File: src/rtl/mod12_wrap_monitor.sv
// Watches a mod-12 up/down counter, queues wrap/load/illegal events in a small
// FIFO and keeps a net wrap count plus sticky illegal/overflow flags.
module mod12_wrap_monitor #(
   parameter int FIFO_DEPTH = 4
) (
   input  logic       clock,
   input  logic       reset,
   input  logic [3:0] count_in,
   input  logic       load,
   input  logic       clr,
   input  logic       evt_ready,
   output logic       evt_valid,
   output logic [5:0] evt_data,
   output logic [7:0] wrap_count,
   output logic       illegal,
   output logic       overflow
);

   localparam int PTR_W = $clog2(FIFO_DEPTH);
   localparam int CNT_W = PTR_W + 1;

   typedef enum logic [1:0] {
      CODE_WRAP_UP = 2'b00,
      CODE_WRAP_DN = 2'b01,
      CODE_LOAD    = 2'b10,
      CODE_ILLEGAL = 2'b11
   } evt_code_e;

   logic [3:0]       prev_reg;
   logic             load_q_reg;
   logic             prev_valid_reg;
   logic [PTR_W-1:0] rd_ptr_reg;
   logic [PTR_W-1:0] wr_ptr_reg;
   logic [CNT_W-1:0] occ_reg;
   logic [CNT_W-1:0] occ_next;
   logic [5:0]       mem_reg [FIFO_DEPTH];
   logic [7:0]       wrap_count_reg;
   logic [7:0]       wrap_count_next;
   logic             illegal_reg;
   logic             illegal_next;
   logic             overflow_reg;
   logic             overflow_next;

   logic             evt_hit;
   evt_code_e        evt_code;
   logic [5:0]       evt_word;
   logic             fifo_empty;
   logic             fifo_full;
   logic             pop;
   logic             push;
   logic             drop;
   logic             is_out_of_range;
   logic [FIFO_DEPTH-1:0] wr_en;

   assign is_out_of_range = (count_in > 4'd11);

   // Priority classification of the transition prev -> count_in.
   always_comb begin
      evt_hit  = 1'b0;
      evt_code = CODE_WRAP_UP;
      if (prev_valid_reg) begin
         if (is_out_of_range) begin
            evt_hit  = 1'b1;
            evt_code = CODE_ILLEGAL;
         end else if (load_q_reg) begin
            evt_hit  = 1'b1;
            evt_code = CODE_LOAD;
         end else if (prev_reg == 4'd11 && count_in == 4'd0) begin
            evt_hit  = 1'b1;
            evt_code = CODE_WRAP_UP;
         end else if (prev_reg == 4'd0 && count_in == 4'd11) begin
            evt_hit  = 1'b1;
            evt_code = CODE_WRAP_DN;
         end
      end
   end

   assign evt_word   = {evt_code, count_in};
   assign fifo_empty = (occ_reg == '0);
   assign fifo_full  = (occ_reg == CNT_W'(FIFO_DEPTH));
   assign pop        = !fifo_empty && evt_ready;
   // A full FIFO can still take the event when the head leaves on the same edge.
   assign push       = evt_hit && (!fifo_full || pop);
   assign drop       = evt_hit && fifo_full && !pop;

   always_comb begin
      occ_next = occ_reg + CNT_W'(push) - CNT_W'(pop);
   end

   // Sets and counts are applied after clr so they win on a coincident edge.
   always_comb begin
      wrap_count_next = clr ? 8'd0 : wrap_count_reg;
      if (evt_hit && evt_code == CODE_WRAP_UP) begin
         wrap_count_next = wrap_count_next + 8'd1;
      end else if (evt_hit && evt_code == CODE_WRAP_DN) begin
         wrap_count_next = wrap_count_next - 8'd1;
      end
      illegal_next  = (illegal_reg & ~clr) | is_out_of_range;
      overflow_next = (overflow_reg & ~clr) | drop;
   end

   always_ff @(posedge clock or negedge reset) begin
      if (!reset) begin
         prev_reg       <= 4'd0;
         load_q_reg     <= 1'b0;
         prev_valid_reg <= 1'b0;
         rd_ptr_reg     <= '0;
         wr_ptr_reg     <= '0;
         occ_reg        <= '0;
         wrap_count_reg <= 8'd0;
         illegal_reg    <= 1'b0;
         overflow_reg   <= 1'b0;
      end else begin
         prev_reg       <= count_in;
         load_q_reg     <= load;
         prev_valid_reg <= 1'b1;
         rd_ptr_reg     <= rd_ptr_reg + PTR_W'(pop);
         wr_ptr_reg     <= wr_ptr_reg + PTR_W'(push);
         occ_reg        <= occ_next;
         wrap_count_reg <= wrap_count_next;
         illegal_reg    <= illegal_next;
         overflow_reg   <= overflow_next;
      end
   end

   genvar gi;
   generate
      for (gi = 0; gi < FIFO_DEPTH; gi++) begin : g_wr_en
         assign wr_en[gi] = push && (wr_ptr_reg == PTR_W'(gi));
      end
   endgenerate

   always_ff @(posedge clock or negedge reset) begin
      if (!reset) begin
         for (int i = 0; i < FIFO_DEPTH; i++) begin
            mem_reg[i] <= 6'd0;
         end
      end else begin
         for (int i = 0; i < FIFO_DEPTH; i++) begin
            if (wr_en[i]) begin
               mem_reg[i] <= evt_word;
            end
         end
      end
   end

   assign evt_valid  = !fifo_empty;
   assign evt_data   = fifo_empty ? 6'd0 : mem_reg[rd_ptr_reg];
   assign wrap_count = wrap_count_reg;
   assign illegal    = illegal_reg;
   assign overflow   = overflow_reg;

endmodule

File: config.mk
export PLATFORM = sky130hd
export DESIGN_NAME = mod12_wrap_monitor
export DESIGN_NICKNAME = d
export VERILOG_FILES = /design/src/rtl/mod12_wrap_monitor.sv
export SDC_FILE = /design/constraint.sdc
export NUM_CORES = 1
export LEC_CHECK = 0
export ABC_CLOCK_PERIOD_IN_PS = 9200
export CORE_ASPECT_RATIO = 2
export CORE_MARGIN = 5
export CORE_UTILIZATION = 60
export CTS_BUF_LIST = sky130_fd_sc_hd__clkbuf_16
export DETAILED_ROUTE_END_ITERATION = 7
export GPL_TIMING_DRIVEN = 0
export PLACE_DENSITY = 0.87
export SLEW_MARGIN = 20
export SYNTH_ARGS = -nofsm -noshare
export SYNTH_HDL_FRONTEND = slang
export SYNTH_SLANG_ARGS = --single-unit
export TNS_END_PERCENT = 5
File: constraint.sdc
create_clock -name clock -period 9.2 [get_ports clock]
set_input_delay 2.3 -clock clock [delete_from_list [all_inputs] [get_ports clock]]
set_output_delay 2.3 -clock clock [all_outputs]
set_load 0.03 [all_outputs]
# [After elaboration in Yosys (flattened, before gate mapping)]
# Index checks and enable logic that the tools add are counted.
[word_totals] register_bits=47 inputBits=9 out_inout_bits=17 elab_cells=72
[classes] addsub=6 magnitude_cmp=2 n_eq_ne=7 muxes=17 n_bitwise=6 n_reduce_logical=21
[op_table] operator="$mux 8" count=3
[op_table] operator="$mux 6" count=3
[op_table] operator="$bmux 6 s2" count=1
[op_table] operator="$logic_and 1x1->1" count=12
[op_table] operator="$add 8x1->8 const B" count=1
[op_table] operator="$eq 4x4->1 const B" count=2
[op_table] operator="$logic_not 4->1" count=2
[op_table] operator="$sub 8x1->8 const B" count=1
[op_table] operator="$mux 1" count=7
[op_table] operator="$mux 2" count=3
[op_table] operator="$add 2x1->2" count=2
[op_table] operator="$eq 2x1->1 const B" count=2
[op_table] operator="$eq 2x2->1 const B" count=2
[op_table] operator="$gt 4x4->1 const B" count=1
[op_table] operator="$logic_not 2->1" count=2
[op_table] operator="$add 3x1->3" count=1
[op_table] operator="$eq 3x3->1 const B" count=1
[op_table] operator="$ge 3x3->1 const B" count=1
[op_table] operator="$logic_not 1->1" count=3
[op_table] operator="$logic_not 3->1" count=1
[op_table] operator="$not 2->3" count=1
[op_table] operator="$sub 3x1->3" count=1
[op_table] operator="$and 1x1->1" count=2
[op_table] operator="$or 1x1->1" count=2
[op_table] operator="other kinds (2)" count=2

# [Longest topological paths before layout]
# Gate-level depths: netlist of run 1.
[logic_depth] depth_word=11 ltp_mapped=10 depth_no_buf=9

# [Worst setup path before layout of run 1]
# No wires, ideal clock.
[synth_path] kind="input-to-reg" from="input port count_in[3]" to="register occ_reg[2]" setup_time_ns=0.123 t_arrival_ns=4.926 required_time_ns=9.077 slack_ns=4.151 stages=10 n_path_buf=1 cell_sequence="or4b_1 > or4_1 > buf_2 > a311o_4 > ha_1 > inv_1 > ha_1 > fa_1 > xor2_1 > xnor2_1"
[synth_via] elab_chain_len=10 elab_cells_between_ends=13 cone_classes="add/sub (2); order compare (1); eq/ne (1); mux (5); reduce/logical (4)"
[synth_rtl] item="start: declaration" line_no="8" text="input logic [3:0] count_in,"
[synth_rtl] item="$eq 4x4->1" line_no="71" text="end else if (prev_reg == 4'd0 && count_in == 4'd11) begin"
[synth_rtl] item="$logic_and 1x1->1" line_no="71"
[synth_rtl] item="$mux 1" line_no="71"
[synth_rtl] item="$mux 1" line_no="68" text="end else if (prev_reg == 4'd11 && count_in == 4'd0) begin"
[synth_rtl] item="$mux 1" line_no="65" text="end else if (load_q_reg) begin"
[synth_rtl] item="$mux 1 *" line_no="62" text="if (is_out_of_range) begin"
[synth_rtl] item="$mux 1 *" line_no="61" text="if (prev_valid_reg) begin"
[synth_rtl] item="$logic_and 1x1->1 *" line_no="83" text="assign push = evt_hit && (!fifo_full || pop);"
[synth_rtl] item="$add 3x1->3 *" line_no="87" text="occ_next = occ_reg + CNT_W'(push) - CNT_W'(pop);"
[synth_rtl] item="$sub 3x1->3 *" line_no="87"
[synth_rtl] item="net occ_next[2]" line_no="35" text="logic [CNT_W-1:0] occ_next;"
[synth_rtl] item="end signal: assignment" line_no="119" text="occ_reg <= occ_next;"
[synth_rtl] item="end: declaration" line_no="34" text="logic [CNT_W-1:0] occ_reg;"
# The timed path passes the listed nets; every way through them passes the cells marked *.
# A chain may end at the register's enable or synchronous reset.

# [Final worst setup path of run 1]
# Same ends and word-level chain as after synthesis.

==> run metrics, run 1 <==
status completed; Worst Hold Class reg -> reg; setup bufs post-CTS 0; average cell area after synthesis 12.4 µm²; max-cap viol count 0; Clock Tree Root clkbuf_16; Num CTS Buffers 5; ANT cells 0; syn_nets 208; DIE AREA 0.00539 mm²; Worst R2R Path Depth 10; fin crit share 0.593; vias in the first global route 1734; Layout Nets 241; Cell Rows 32; leakage power 1.25 nW; top cell type's share of synthesized area 0.496; 1st-iter DRT viols 49; grt ovf 0; drt wl/cell 17.5 µm; post-synthesis sequential area ratio 0.496; EDFF count, synth 0; Slew Limit Fails 0; width of the chip 54.5 µm; Critical Path Fanout Max 9; Layout area overhead 20.9%; PwrDens 298 mW/mm²; CTS tree yes; Worst setup EP type register; total negative slack 0 ps; post_cts resized 0; clk_skew 6.03 ps; Top FF cell, synth dfrtp_1; Worst setup startpoint count_in[3]; Detail Placement HPWL 3600 µm; remaining antenna violation count 0; minimum clock period 5450 ps; starting density of the core 0.617; share of cells above drive strength 1 0.204; core area 0.00384 mm²; r2r endpoint occ_reg[2]; port bufs 25; CP Launch Type primary input; post-DR vias/cell 5.97; ranking of synthesized cells by area dfrtp_1 (50%), mux2_2 (11%), mux4_2 (5.7%), ha_1 (3.2%), nor2b_1 (2.4%); cts hold-fix bufs 0; DRT Pass-1 Iters 4; RSZ-0062 raised after global routing no; worst-margin pin slew 980 ps; GP Congestion 0.849; area leader, netlist dfrtp_1; Synth warnings 0; CP Data Arrival Time 5630 ps; final instance area 0.00287 mm²; Cells after Synth 192; Async SR Flop Fraction 1.00; clock sinks 47; #FFs+latches synth 47; clock buffer depth 2; Worst-path clk slew 60 ps; commonest cells in the synthesized netlist dfrtp_1 (47), mux2_2 (24), nand2_1 (11); I/O pin cnt 26; synthesized cell area 0.00237 mm²; drt total wl 4830 µm; largest net degree at the start of global routing 25; Peak VDD IR 0.000207 V; vias 1648; htree depth 2; top-count cell post-synth dfrtp_1; Worst EP required 9370 ps; crit path kind in -> reg; distinct cell type count of the synthesized netlist 47; Reg-to-Reg Start prev_reg[2]; Die Span Y 98.9 µm; initial antenna violation count 0; first-pass GRT wire length 8080 µm; reg-to-reg setup timing slack 5970 ps; Hold Violations, Final 0; Placed Area 0.00271 mm²; Clk Latency, worst-skew pair 290 ps; Layout fillers 263; CP Capture Point occ_reg[2]; all-layer global routing usage 0.208; max reg flops 24; # setup viols final 0; DRC viols 0; FMAX 0.183 GHz; relative slew slack 0.342
-- power breakdown --
| part | leakage, nW | total [W] | internal, W | switching (W) |
|---|---|---|---|---|
| registers | 0.585 | 0.000326 | 0.000279 | 0.0000467 |
| logic | 0.587 | 0.000329 | 0.000177 | 0.000152 |
| clock network | 0.0811 | 0.000198 | 0.000126 | 0.0000727 |
-- final cells by class --
type                       count  area (µm²)  share of cell area
buffer                         6        28.8              0.0100
multi-input combinational    129        1130               0.394
timing repair buffer          26         273              0.0951
inverter                      10        37.5              0.0131
clock inverter                 2        33.8              0.0118
clock buffer                   5         125              0.0436
tap                           51        63.8              0.0223
sequential                    47        1180               0.410
-- placed cells by master, fill, tap and decap left out, types with 2 or more instances in the layout --
master,instances
o21ai_0,3
nand3_1,6
ha_1,6
clkdlybuf4s50_1,24
inv_1,10
a32o_1,2
nand4_1,2
clkbuf_16,5
and4b_1,2
xor2_1,4
or4_1,2
nor4b_1,2
nor3b_4,2
mux2_2,24
nor2b_1,9
clkbuf_1,3
o311ai_0,2
or3_1,2
a21oi_1,3
nor4_1,5
dfrtp_1,47
nor3_1,4
nor2_1,7
buf_2,2
and2_1,2
mux4_2,6
xnor2_1,4
and3_1,2
nand2_1,11
-- per-layer routing --
metal | global-route usage | routed length, µm | share of wire
met5 | 0 | 0 | 0
met4 | 0.106 | 115 | 0.024
met3 | 0.0393 | 145 | 0.030
met2 | 0.354 | 2790 | 0.58
met1 | 0.236 | 1780 | 0.37
-- kinds of logic (layout without fill, tap and decap cells) --
kind of cell	after synthesis	after routing	synth area share
mux	31	31	0.175
fa+ha+maj	7	7	0.0401
simple gates	63	63	0.166
compound gates	19	19	0.0638
other cells	1	1	0.00158
buf+inv	16	49	0.0279
flops	47	47	0.496
xor+xnor	8	8	0.0295
-- worst max-delay path: stages --
cell and delay, ps:
clkdlybuf4s50_1 550, or4b_1 560, or4_1 390, buf_2 170, a311o_4 470, ha_1 290
inv_1 40, ha_1 190, fa_1 380, xor2_1 160, xnor2_1 130
-- how the worst min path moves through the flow --
stage | from | end | slack, ps | cells after the start
after floorplan | occ_reg[2] | occ_reg[2] | 460 | 1
final | occ_reg[2] | occ_reg[2] | 500 | 1
after global placement | occ_reg[2] | occ_reg[2] | 480 | 1
after global routing | mem_reg[5] | mem_reg[5] | 510 | 1
after CTS | occ_reg[2] | occ_reg[2] | 500 | 1
after detailed placement | occ_reg[2] | occ_reg[2] | 490 | 1
-- per-stage QoR --
step	hold WS (ps)	std cells	util	setup slack, ps	power (W)
final	501	276	0.746	3750	0.000853
after global placement	477	268	0.699	3480	0.000647
after detailed placement	490	269	0.705	3450	0.000661
after global routing	512	276	0.746	3620	0.000902
after CTS	498	276	0.746	3750	0.000863
after floorplan	461	192	-	4150	0.000553
Power figures use the tool's default switching activity.
==> run 2: changes to the inputs <==
--- a/config.mk
+++ b/config.mk
@@ -5,14 +5,14 @@
 export SDC_FILE = /design/constraint.sdc
 export NUM_CORES = 1
 export LEC_CHECK = 0
-export ABC_CLOCK_PERIOD_IN_PS = 9200
+export ABC_CLOCK_PERIOD_IN_PS = 4800
 export CORE_ASPECT_RATIO = 2
 export CORE_MARGIN = 5
-export CORE_UTILIZATION = 60
+export CORE_UTILIZATION = 50
 export CTS_BUF_LIST = sky130_fd_sc_hd__clkbuf_16
 export DETAILED_ROUTE_END_ITERATION = 7
 export GPL_TIMING_DRIVEN = 0
-export PLACE_DENSITY = 0.87
+export PLACE_DENSITY = 0.78
 export SLEW_MARGIN = 20
 export SYNTH_ARGS = -nofsm -noshare
 export SYNTH_HDL_FRONTEND = slang
==> constraint.sdc (replaced) <==
create_clock -name clock -period 4.8 [get_ports clock]
set_input_delay 1.2 -clock clock [delete_from_list [all_inputs] [get_ports clock]]
set_output_delay 1.2 -clock clock [all_outputs]
set_load 0.03 [all_outputs]
==> run metrics, run 2 (synthesized netlist as in run 1, its figures left out) <==
post_cts resized 0; port bufs 25; first-pass GRT wire length 8130 µm; leakage power 1.25 nW; commonest cells after routing, fill and taps aside dfrtp_1 (47), mux2_2 (24), clkdlybuf4s50_1 (24); WHS Endpoint overflow; CP max-delay cell clkdlybuf4s50_1; CP Launch Type primary input; Slew Limit Fails 0; r2r endpoint occ_reg[2]; Peak VDD IR 0.000431 V; hold_sp overflow; Clock Tree Root clkbuf_16; 1st-iter DRT viols 66; starting density of the core 0.516; fin crit share 0.907; largest net degree at the start of global routing 33; crit path buf inv count 3; setup bufs post-CTS 0; post-DR vias/cell 5.84; width of the chip 58.7 µm; Cell Rows 35; Worst Hold Class reg -> reg; reg-to-reg setup timing slack 1560 ps; all-layer global routing usage 0.168; drt wl/cell 17.3 µm; vias in the first global route 1725; Crit path largest cell delay 560 ps; worst-path cell chain clkdlybuf4s50_1, or4b_1, or4_1, buf_2, a311o_4, ha_1, inv_1, ha_1, fa_1, xor2_1, xnor2_1; vias 1640; # setup viols final 0; Hold Violations, Final 0; worst-margin pin slew 946 ps; PwrDens 576 mW/mm²; Critical Path Fanout Max 9; initial antenna violation count 0; remaining antenna violation count 0; grt ovf 0; WHS Path Cells 1; ANT cells 0; crit path kind in -> reg; DRC viols 0; Worst R2R Path Depth 10; commonest non-fill, non-tap cell in the layout dfrtp_1; DRT Pass-1 Iters 4; clk_skew 4.49 ps; minimum clock period 4360 ps; RSZ-0062 raised after global routing no; Num CTS Buffers 5; CP Data Arrival Time 4520 ps; critical path's most frequent cell ha_1; clock sinks 47; core area 0.00460 mm²; Die Span Y 107 µm; Layout area overhead 21.6%; max reg flops 24; status completed; setup ws final 445 ps; Worst EP required 4970 ps; clock buffer depth 2; share of cells above drive strength 1 0.217; GP Congestion 0.827; hold slack 495 ps; relative slew slack 0.363; DIE AREA 0.00631 mm²; total negative slack 0 ps; Total Power 0.00166 W; FMAX 0.230 GHz; I/O pin cnt 26; CP delay by family, top simple AND/OR/NAND/NOR gates; fin util 0.627; Clk Latency, worst-skew pair 280 ps; Layout Nets 241; Reg-to-Reg Start prev_reg[2]; CTS tree yes; Detail Placement HPWL 3560 µm; Worst-path clk slew 60 ps; Worst setup EP type register; max-cap viol count 0; pre-CTS setup slack 140 ps; drt total wl 4870 µm; htree depth 2; cts hold-fix bufs 0
==> run 2: layer usage <==
layer | global-route usage | vias up | wire (µm)
met3 | 0.0276 | 9 | 148
met5 | 0 | - | 0
met1 | 0.175 | 826 | 1820
met2 | 0.325 | 35 | 2810
li1 | - | 770 | -
met4 | 0.0551 | 0 | 85
==> run 2: power breakdown <==
| part | internal [W] | switching (W) | leakage, nW |
|---|---|---|---|
| clock | 0.000248 | 0.000150 | 0.0844 |
| combinational | 0.000340 | 0.000295 | 0.584 |
| sequential | 0.000535 | 0.0000941 | 0.585 |
==> run 2: cell type report <==
cell class	instances	area [µm²]
buffer	6	28.8
inverter	10	37.5
timing repair buffer	26	265
fill	360	1710
sequential	47	1180
tap	55	68.8
clock inverter	3	47.5
multi-input combinational	129	1130
clock buffer	5	125
==> run 2: per-stage QoR <==
step	area (µm²)	cells
5_1_grt	2880	281
2_1_floorplan	2370	192
3_5_place_dp	2710	273
6_report	2880	281
3_3_place_gp	2690	272
4_1_cts	2880	281
==> run 2: how the worst max path moves through the flow <==
stage,start,end,slack [ps],cells after the start
finish,count_in[2],occ_reg[2],440,11
global route,count_in[3],occ_reg[2],320,11
CTS,count_in[3],occ_reg[2],440,11
detailed placement,count_in[3],occ_reg[2],140,11
global placement,count_in[3],occ_reg[2],180,11
floorplan,count_in[3],occ_reg[2],850,10
==> run 3: changes to the inputs <==
--- a/config.mk
+++ b/config.mk
@@ -13,7 +13,6 @@
 export DETAILED_ROUTE_END_ITERATION = 7
 export GPL_TIMING_DRIVEN = 0
 export PLACE_DENSITY = 0.78
-export SLEW_MARGIN = 20
 export SYNTH_ARGS = -nofsm -noshare
 export SYNTH_HDL_FRONTEND = slang
 export SYNTH_SLANG_ARGS = --single-unit
==> run metrics, run 3 (synthesized netlist as in run 1, its figures left out) <==
Slew Limit Fails 0; Num CTS Buffers 5; Clk Latency, worst-skew pair 290 ps; core area 0.00460 mm²; share of cells above drive strength 1 0.212; port bufs 25; minimum clock period 4350 ps; leakage power 1.25 nW; commonest cells after routing, fill and taps aside dfrtp_1 (47), mux2_2 (24), clkdlybuf4s50_1 (24); clock sinks 47; status completed; Worst EP required 4970 ps; post-DR vias/cell 5.85; clk_skew 5.07 ps; crit path kind in -> reg; htree depth 2; relative slew slack 0.276; Worst setup EP type register; Net Sw Power 0.000538 W; max-cap viol count 0; Clock Tree Root clkbuf_16; Worst-path clk slew 60 ps; post_cts resized 0; DRT Pass-1 Iters 4; CP Launch Type primary input; CP Data Arrival Time 4520 ps; RSZ-0062 raised after global routing no; # setup viols final 0; cts hold-fix bufs 0; Die Span Y 107 µm; Critical Path Fanout Max 9; Worst R2R Path Depth 10; first-pass GRT wire length 8130 µm; initial antenna violation count 0; Cell Rows 35; clock buffer depth 2; Layout area overhead 21.4%; Clk pwr share 0.242; sequential power share 0.377; largest net degree at the start of global routing 33; I/O pin cnt 26; Worst Hold Class reg -> reg; GP Congestion 0.827; WHS Path Cells 1; vias 1645; Detail Placement HPWL 3560 µm; total negative slack 0 ps; DRC viols 0; CTS tree yes; width of the chip 58.7 µm; Peak VDD IR 0.000431 V; grt ovf 0; all-layer global routing usage 0.168; reg-to-reg setup timing slack 1560 ps; FMAX 0.230 GHz; remaining antenna violation count 0; ANT cells 0; 1st-iter DRT viols 54; Layout Nets 241; commonest non-fill, non-tap cell in the layout dfrtp_1; PwrDens 577 mW/mm²; Sw Ratio 0.324; Hold Violations, Final 0; fin util 0.626; drt total wl 4880 µm; max reg flops 24; setup bufs post-CTS 0; vias in the first global route 1725; DIE AREA 0.00631 mm²; worst-margin pin slew 1080 ps; fin crit share 0.907; combinational power share 0.381; drt wl/cell 17.4 µm; starting density of the core 0.516; internal power 0.00112 W
==> run 3: cell counts in the layout (fill, tap and decap cells not counted) <==
Identical to the previous run, type by type.
==> run 3: path summary, 6_finish.rpt <==
kind                             start       endpoint
max                        count_in[2]     occ_reg[2]
min                           overflow       overflow
max reg2reg                prev_reg[2]     occ_reg[2]
min reg2reg                   overflow       overflow
max in group asynchronous        reset    mem_reg[22]
min in group asynchronous        reset  wrap_count[2]
==> run 3: layout make-up <==
class / count / area [µm²]
clock buffer: 5 / 125
timing repair buffer: 26 / 265
clock inverter: 3 / 47.5
fill: 362 / 1720
inverter: 10 / 37.5
sequential: 47 / 1180
tap: 55 / 68.8
multi-input combinational: 129 / 1130
buffer: 6 / 28.8
==> run 3: power by group through the flow <==
stage	clock network (W)	registers, W	logic, W
after global routing	0.000424	0.000645	0.000677
after detailed placement	0	0.000630	0.000640
final	0.000401	0.000626	0.000633
after global placement	0	0.000622	0.000623
after CTS	0.000407	0.000628	0.000644
after floorplan	0	0.000609	0.000452
==> run 3: through the flow <==
step	cells	setup WS [ps]	hold slack [ps]	power [W]	cell area, µm²
global placement	272	176	476	0.00124	2690
detailed placement	273	140	480	0.00127	2710
floorplan	192	851	461	0.00106	2370
global route	281	324	509	0.00175	2880
finish	281	448	495	0.00166	2880
CTS	281	443	496	0.00168	2880
==> run 3: routing by layer <==
layer	GRT usage	routed length, µm	part of all wire	vias to the layer above
met5	0	0	0	-
met4	0.0551	91	0.019	0
met3	0.0276	156	0.032	9
met2	0.325	2820	0.58	33
met1	0.175	1810	0.37	836
li1	-	-	-	767
==> run 3: critical path, cell delays in order <==
cell,delay (ps)
clkdlybuf4s50_1,560
or4b_1,550
or4_1,390
buf_2,170
a311o_4,470
ha_1,290
inv_1,40
ha_1,180
fa_1,380
xor2_1,160
xnor2_1,120
